--- src/rtl/vga_fb_arbiter.sv ---
// VGA framebuffer arbiter: one single-port synchronous RAM shared between the display
// fetch path and a single pixel writer. The display owns the port during active video;
// writes are held in a one-deep latch and issued only in blanking, with a req/ack handshake.
module vga_fb_arbiter #(
  parameter int unsigned ADDR_W   = 19,
  parameter int unsigned DATA_W   = 8,
  parameter int unsigned FB_DEPTH = 307200,
  parameter int unsigned STALL_W  = 16
) (
  input  logic              clk,
  input  logic              rst,
  input  logic              inDisplayArea,
  input  logic              vga_v_sync,
  input  logic              wr_req,
  input  logic [ADDR_W-1:0] wr_addr,
  input  logic [DATA_W-1:0] wr_data,
  output logic              wr_ack,
  output logic              wr_busy,
  output logic [ADDR_W-1:0] mem_addr,
  output logic              mem_we,
  output logic [DATA_W-1:0] mem_wdata,
  input  logic [DATA_W-1:0] mem_rdata,
  output logic              pix_valid,
  output logic [DATA_W-1:0] pix_data,
  output logic [STALL_W-1:0] stall_cnt
);

  localparam logic [ADDR_W-1:0] LastAddr = ADDR_W'(FB_DEPTH - 1);

  typedef enum logic [1:0] {
    StIdle,
    StPend,
    StAck
  } state_e;

  state_e             state_q, state_d;
  logic [ADDR_W-1:0]  disp_addr_q, disp_addr_d;
  logic [ADDR_W-1:0]  lat_addr_q, lat_addr_d;
  logic [DATA_W-1:0]  lat_data_q, lat_data_d;
  logic [STALL_W-1:0] stall_q, stall_d;
  logic               pix_valid_q;

  // Display fetch address: vsync clear wins over the per-pixel increment.
  always_comb begin
    disp_addr_d = disp_addr_q;
    if (!vga_v_sync) begin
      disp_addr_d = '0;
    end else if (inDisplayArea) begin
      disp_addr_d = (disp_addr_q == LastAddr) ? '0 : disp_addr_q + 1'b1;
    end
  end

  // Write FSM next state, latch update, handshake outputs and stall accounting.
  always_comb begin
    state_d    = state_q;
    lat_addr_d = lat_addr_q;
    lat_data_d = lat_data_q;
    stall_d    = stall_q;
    mem_we     = 1'b0;
    wr_ack     = 1'b0;
    wr_busy    = 1'b0;
    unique case (state_q)
      StIdle: begin
        if (wr_req) begin
          lat_addr_d = wr_addr;
          lat_data_d = wr_data;
          state_d    = StPend;
        end
      end
      StPend: begin
        wr_busy = 1'b1;
        if (!inDisplayArea) begin
          // Port is free during blanking: commit the latched word now.
          mem_we  = 1'b1;
          state_d = StAck;
        end else if (stall_q != '1) begin
          stall_d = stall_q + 1'b1;
        end
      end
      StAck: begin
        wr_busy = 1'b1;
        wr_ack  = 1'b1;
        state_d = StIdle;
      end
      default: state_d = StIdle;
    endcase
  end

  // RAM port mux: display address during active video, latched write address otherwise.
  always_comb begin
    mem_addr  = inDisplayArea ? disp_addr_q : lat_addr_q;
    mem_wdata = lat_data_q;
  end

  // State registers for the fetch counter, write FSM, latch and statistics.
  always_ff @(posedge clk or posedge rst) begin
    if (rst) begin
      state_q     <= StIdle;
      disp_addr_q <= '0;
      lat_addr_q  <= '0;
      lat_data_q  <= '0;
      stall_q     <= '0;
      pix_valid_q <= 1'b0;
    end else begin
      state_q     <= state_d;
      disp_addr_q <= disp_addr_d;
      lat_addr_q  <= lat_addr_d;
      lat_data_q  <= lat_data_d;
      stall_q     <= stall_d;
      pix_valid_q <= inDisplayArea;
    end
  end

  // The RAM's read register supplies the one-cycle delay, so the data is only gated here.
  assign pix_valid = pix_valid_q;
  assign pix_data  = pix_valid_q ? mem_rdata : '0;
  assign stall_cnt = stall_q;

endmodule

--- config.mk ---
export PLATFORM = sky130hd
export DESIGN_NAME = vga_fb_arbiter
export DESIGN_NICKNAME = d
export VERILOG_FILES = /design/src/rtl/vga_fb_arbiter.sv
export SDC_FILE = /design/constraint.sdc
export NUM_CORES = 1
export LEC_CHECK = 0
export ABC_AREA = 1
export ABC_CLOCK_PERIOD_IN_PS = 2040
export BUFFER_PORTS_ARGS = -buffer_cell sky130_fd_sc_hd__buf_2
export CAP_MARGIN = 15
export CORE_UTILIZATION = 48
export DETAILED_ROUTE_END_ITERATION = 8
export GPL_TIMING_DRIVEN = 1
export HOLD_SLACK_MARGIN = 0.08
export PLACE_DENSITY = 0.76
export SYNTH_ARGS = -nofsm -noshare
export SYNTH_HDL_FRONTEND = slang
export SYNTH_SLANG_ARGS = --single-unit
--- constraint.sdc ---
create_clock -name clk -period 2.04 [get_ports clk]
set_input_delay 0.408 -clock clk [delete_from_list [all_inputs] [get_ports clk]]
set_output_delay 0.408 -clock clk [all_outputs]
set_load 0.01 [all_outputs]
# Word level (Yosys, flattened, before mapping)
# Cells that the tools add are included.
# W data, S select, Z words.
totals:
  register_bits: 65
  output_inout_bits: 55
  wordCells: 32
classes:
  addsub: 2
  n_eq_ne: 7
  mux: 12
  reduce_logical: 5
ops:
  columns: ["cell", "n"]
  rows:
  - ["$mux W19", 4]
  - ["$add A19 B1 Y19 const B", 1]
  - ["$eq A19 B19 Y1 const B", 1]
  - ["$add A16 B1 Y16 const B", 1]
  - ["$ne A16 B16 Y1 const B", 1]
  - ["$mux W8", 1]
  - ["$ne A2 B2 Y1 const B", 3]
  - ["$mux W1", 4]
  - ["$mux W2", 2]
  - ["$pmux W2 S2", 1]
  - ["$reduce_and A2 Y1", 2]
  - ["$reduce_and A3 Y1", 1]
  - ["$eq A2 B1 Y1 const B", 1]
  - ["$eq A2 B2 Y1 const B", 1]
  - ["$logic_not A2 Y1", 1]
  - ["$reduce_or A2 Y1", 1]

# Logic depth before layout (Yosys ltp)
depth:
  depth_word: 4
  ltp_mapped: 9
  ltp_nobuf: 9

# Worst setup path after synthesis
# No wires, ideal clock.
synth_path:
  path_kind: "input -> output"
  startpoint: "input port inDisplayArea"
  endpoint: "output port mem_addr[12]"
  arrival_time_ns: 1.208
  t_required_ns: 1.632
  slack_ns: 0.424
  stages: 4
  path_cell_list: "clkbuf_1 -> clkbuf_1 -> nor2_1 -> a21oi_1"
synth_between:
  elab_chain_cells: 1
synth_rtl:
  columns: ["item", "line_no", "rtl"]
  rows:
  - ["start: declaration", "12", "input logic inDisplayArea,"]
  - ["$mux W19", "91", "mem_addr = inDisplayArea ? disp_addr_q : lat_addr_q;"]
  - ["end: declaration", "19", "output logic [ADDR_W-1:0] mem_addr,"]
# No other way between the ends.

# Worst setup path after layout
layout_path:
  startpoint: "register stall_q[1] (netlist: stall_cnt[1])"
  endpoint: "register stall_q[7] (netlist: stall_cnt[7])"
layout_between:
  elab_chain_cells: 2
  elab_cells_between_ends: 3
layout_rtl:
  columns: ["item", "line_no", "rtl"]
  rows:
  - ["start: declaration", "40", "logic [STALL_W-1:0] stall_q, stall_d;"]
  - ["start signal: assignment", "109", "stall_q <= stall_d;"]
  - ["parallel branches: the longest is 2 deep, another holds $add A16 B1 Y16", null, null]
# Parallel ways; which one is timed is not known.
# A chain may end at the register's enable or synchronous reset.

==> flow_summary.yaml <==
routing:
  drcViolationCount: 0
  vias_per_cell: 4.99
  vias: 3356
  routed_wl_mm: 8.18
  antenna_left: 0
  first_pass_iters: 5
  wire_per_inst_um: 12.2
  first_iter_violations: 189
timing:
  setup_violations: 0
  setup_tns_ps: 0
  setup_slack_ps: 300
  finClkSkew_ps: 11.1
  post-route-period-util: 0.853
  finalMaxSlewViolations: 0
  rsz0062_at_grt: "no"
  fmax_mhz: 575
  fin_crit_ps: 1740
  max_slew_margin: 0.569
  hold_viol: 0
  whs_ps: 284
  tightestPinTransition_ps: 645
floorplan:
  dieArea_mm2: 0.00796
  die_h_um: 89.2
  core-area_mm2: 0.00729
  ioPinCount: 95
  start_util: 0.501
  num_rows: 31
  die_w_um: 89.2
clock_tree:
  clock_sinks: 65
  clock_path_buffers: 2
  clk_latency_ps: 350
  cts_max_level: 3
  cts_root_buf: "clkbuf_8"
  clk_pin_slew_ps: 80
  cts_made_buffers: 9
  cts_tree: "built"
final_layout:
  nets: 615
  layout-drive-gt1-share: 0.287
  n_antenna_cell: 0
  area_growth_pct: 24.7
worst_setup_path:
  crit_arrival_ps: 2010
  crit_type: "register to register"
  cp-start-kind: "register"
  cp_cell_sequence: "ha_1 > inv_1 > nor2_4 > nand2_1 > nor2_2 > nor2_4 > nand2_1 > o21ai_1"
  path_delay_family: "simple AND/OR/NAND/NOR gates"
  crit_fanout: 23
  crit_path_max_incr_delay_ps: 500
  r2r_slack_ps: 300
  slowest_stage: "nor2_4"
  required_ps: 2310
  cp-end-kind: "register"
  crit_buf_inv: 1
power:
  p_leak_nw: 2.31
  p_per_area_mw_per_mm2: 1060
  irDropWorstVdd_uv: 735
placement:
  pre_cts_ws_ps: -32.1
  place_hpwl_mm: 6.12
  portBuffers: 94
  gp_congestion: 0.892
global_route:
  antenna_found_initial: 0
  met1_usage: 0.264
  gr-total-overflow: 0
  grt_pass1_wl_mm: 13.7
  met2_usage: 0.395
  first_global_vias: 3197
  grt_usage: 0.228
  busiest_layer: "met2"
  grt_max_degree: 45
  use_met3: 0.0536
logic_synthesis:
  synth_area_mm2: 0.00365
  synth_top_area_cell: "dfrtp_1"
  syn-num-nets: 513
  synthTopCellsByArea: "dfrtp_1 (45%), nand2_1 (13%), inv_1 (5.9%)"
  syn_inst: 467
  yosysWarnings: 0
  yosysTopAreaCellShare: 0.445
  ys_seq_area_frac: 0.445
  synth.avg_cell_area_um2: 7.82
  synth_cell_types: 28
  ys_ff_latch: 65
outcome:
  status: "complete, no violations"
min_path:
  hold_path.class: "primary input to register"
job:
  drv_cap: 0
stage by stage:
| stage | cells | util | power, W | cell area, um2 |
|---|---|---|---|---|
| global placement | 656 | 0.588 | 0.00341 | 4290 |
| detailed placement | 656 | 0.588 | 0.00350 | 4290 |
| global route | 673 | 0.625 | 0.00517 | 4550 |
| finish | 673 | 0.625 | 0.00483 | 4550 |
| floorplan | 467 | - | 0.00293 | 3650 |
| CTS | 673 | 0.625 | 0.00490 | 4550 |
kinds of logic (layout without fill, tap and decap cells):
kind of cell,Yosys count,after routing,share of synthesized area
multiplexers,18,18,0.0555
XOR/XNOR,16,16,0.0384
AND/OR/NAND/NOR,229,229,0.266
buffers and inverters,75,182,0.0826
adder cells (fa/ha/maj),6,6,0.0206
flip-flops,65,65,0.445
AO/OA/AOI/OAI,58,58,0.0915
sequential cells by signal (all words and copies together) (netlist names):
register / flops
lat_addr_q: 19
mem_wdata: 8
state_q: 2
disp_addr_q: 19
pix_valid: 1
stall_cnt: 16
synthesized netlist by cell type (all sizes together):
master  number
nand3       22
buf          5
o21ai       33
a21oi       22
nand4        8
nor3         8
o22ai        1
nand2      128
mux2        18
o21bai       2
clkbuf       9
ha           6
xor2        10
and2         2
xnor2        6
inv         61
nor2        61
dfrtp       65
where the power goes:
group / internal (W) / switching, W / total, W / leakage, nW
Clock: 0.000849 / 0.000528 / 0.00138 / 0.123
Combinational: 0.000721 / 0.000863 / 0.00158 / 1.36
Sequential: 0.00166 / 0.000210 / 0.00187 / 0.823
Total: 0.00323 / 0.00160 / 0.00483 / 2.31
placed cells by master, fill, tap and decap left out:
master	instances
inv_1	56
ha_1	6
nand4_1	8
xnor2_1	6
nand2_2	6
nand2_1	122
nor2_1	57
xor2_1	10
and2_1	2
o22ai_1	1
buf_12	3
inv_2	5
nor2_2	2
nand3_1	22
clkinv_4	2
o21ai_2	7
o21bai_4	1
o21ai_0	24
buf_2	94
o21ai_1	2
dfrtp_1	65
clkbuf_8	10
buf_4	7
nor3_1	4
a21oi_1	22
mux2_2	18
bufinv_16	3
nor3_2	4
dlygate4sd3_1	1
nor2_4	2
o21bai_1	1
clkinvlp_4	1
per-layer routing:
metal / routed length [um] / vias to the layer above
met1: 3450 / 1540
met5: 0 / -
met4: 86 / 0
met3: 616 / 13
li1: - / 1676
met2: 4020 / 127
layout make-up:
class / instances / area, um2
fill: 638 / 2740
multi-input combinational: 327 / 1730
sequential: 65 / 1630
timing repair buffer: 105 / 593
inverter: 61 / 229
clock buffer: 10 / 138
tap: 99 / 124
clock inverter: 6 / 115
worst paths after layout:
kind,from,endpoint,cells past startpoint
min reg2reg,lat_addr_q[15],lat_addr_q[15],1
max reg2reg,stall_cnt[1],stall_cnt[7],8
min,wr_addr[16],lat_addr_q[16],2
max in group asynchronous,rst,lat_addr_q[4],4
max,stall_cnt[1],stall_cnt[7],8
min in group asynchronous,rst,stall_cnt[1],3
what timing repair did:
action	4_1_cts	5_1_grt
endpoints found under the setup margin	7	0
endpoints found under the hold margin	18	0
hold buffers	1	0
gates resized for setup	1	0
setup buffers	0	0
Power figures use the tool's default switching activity.
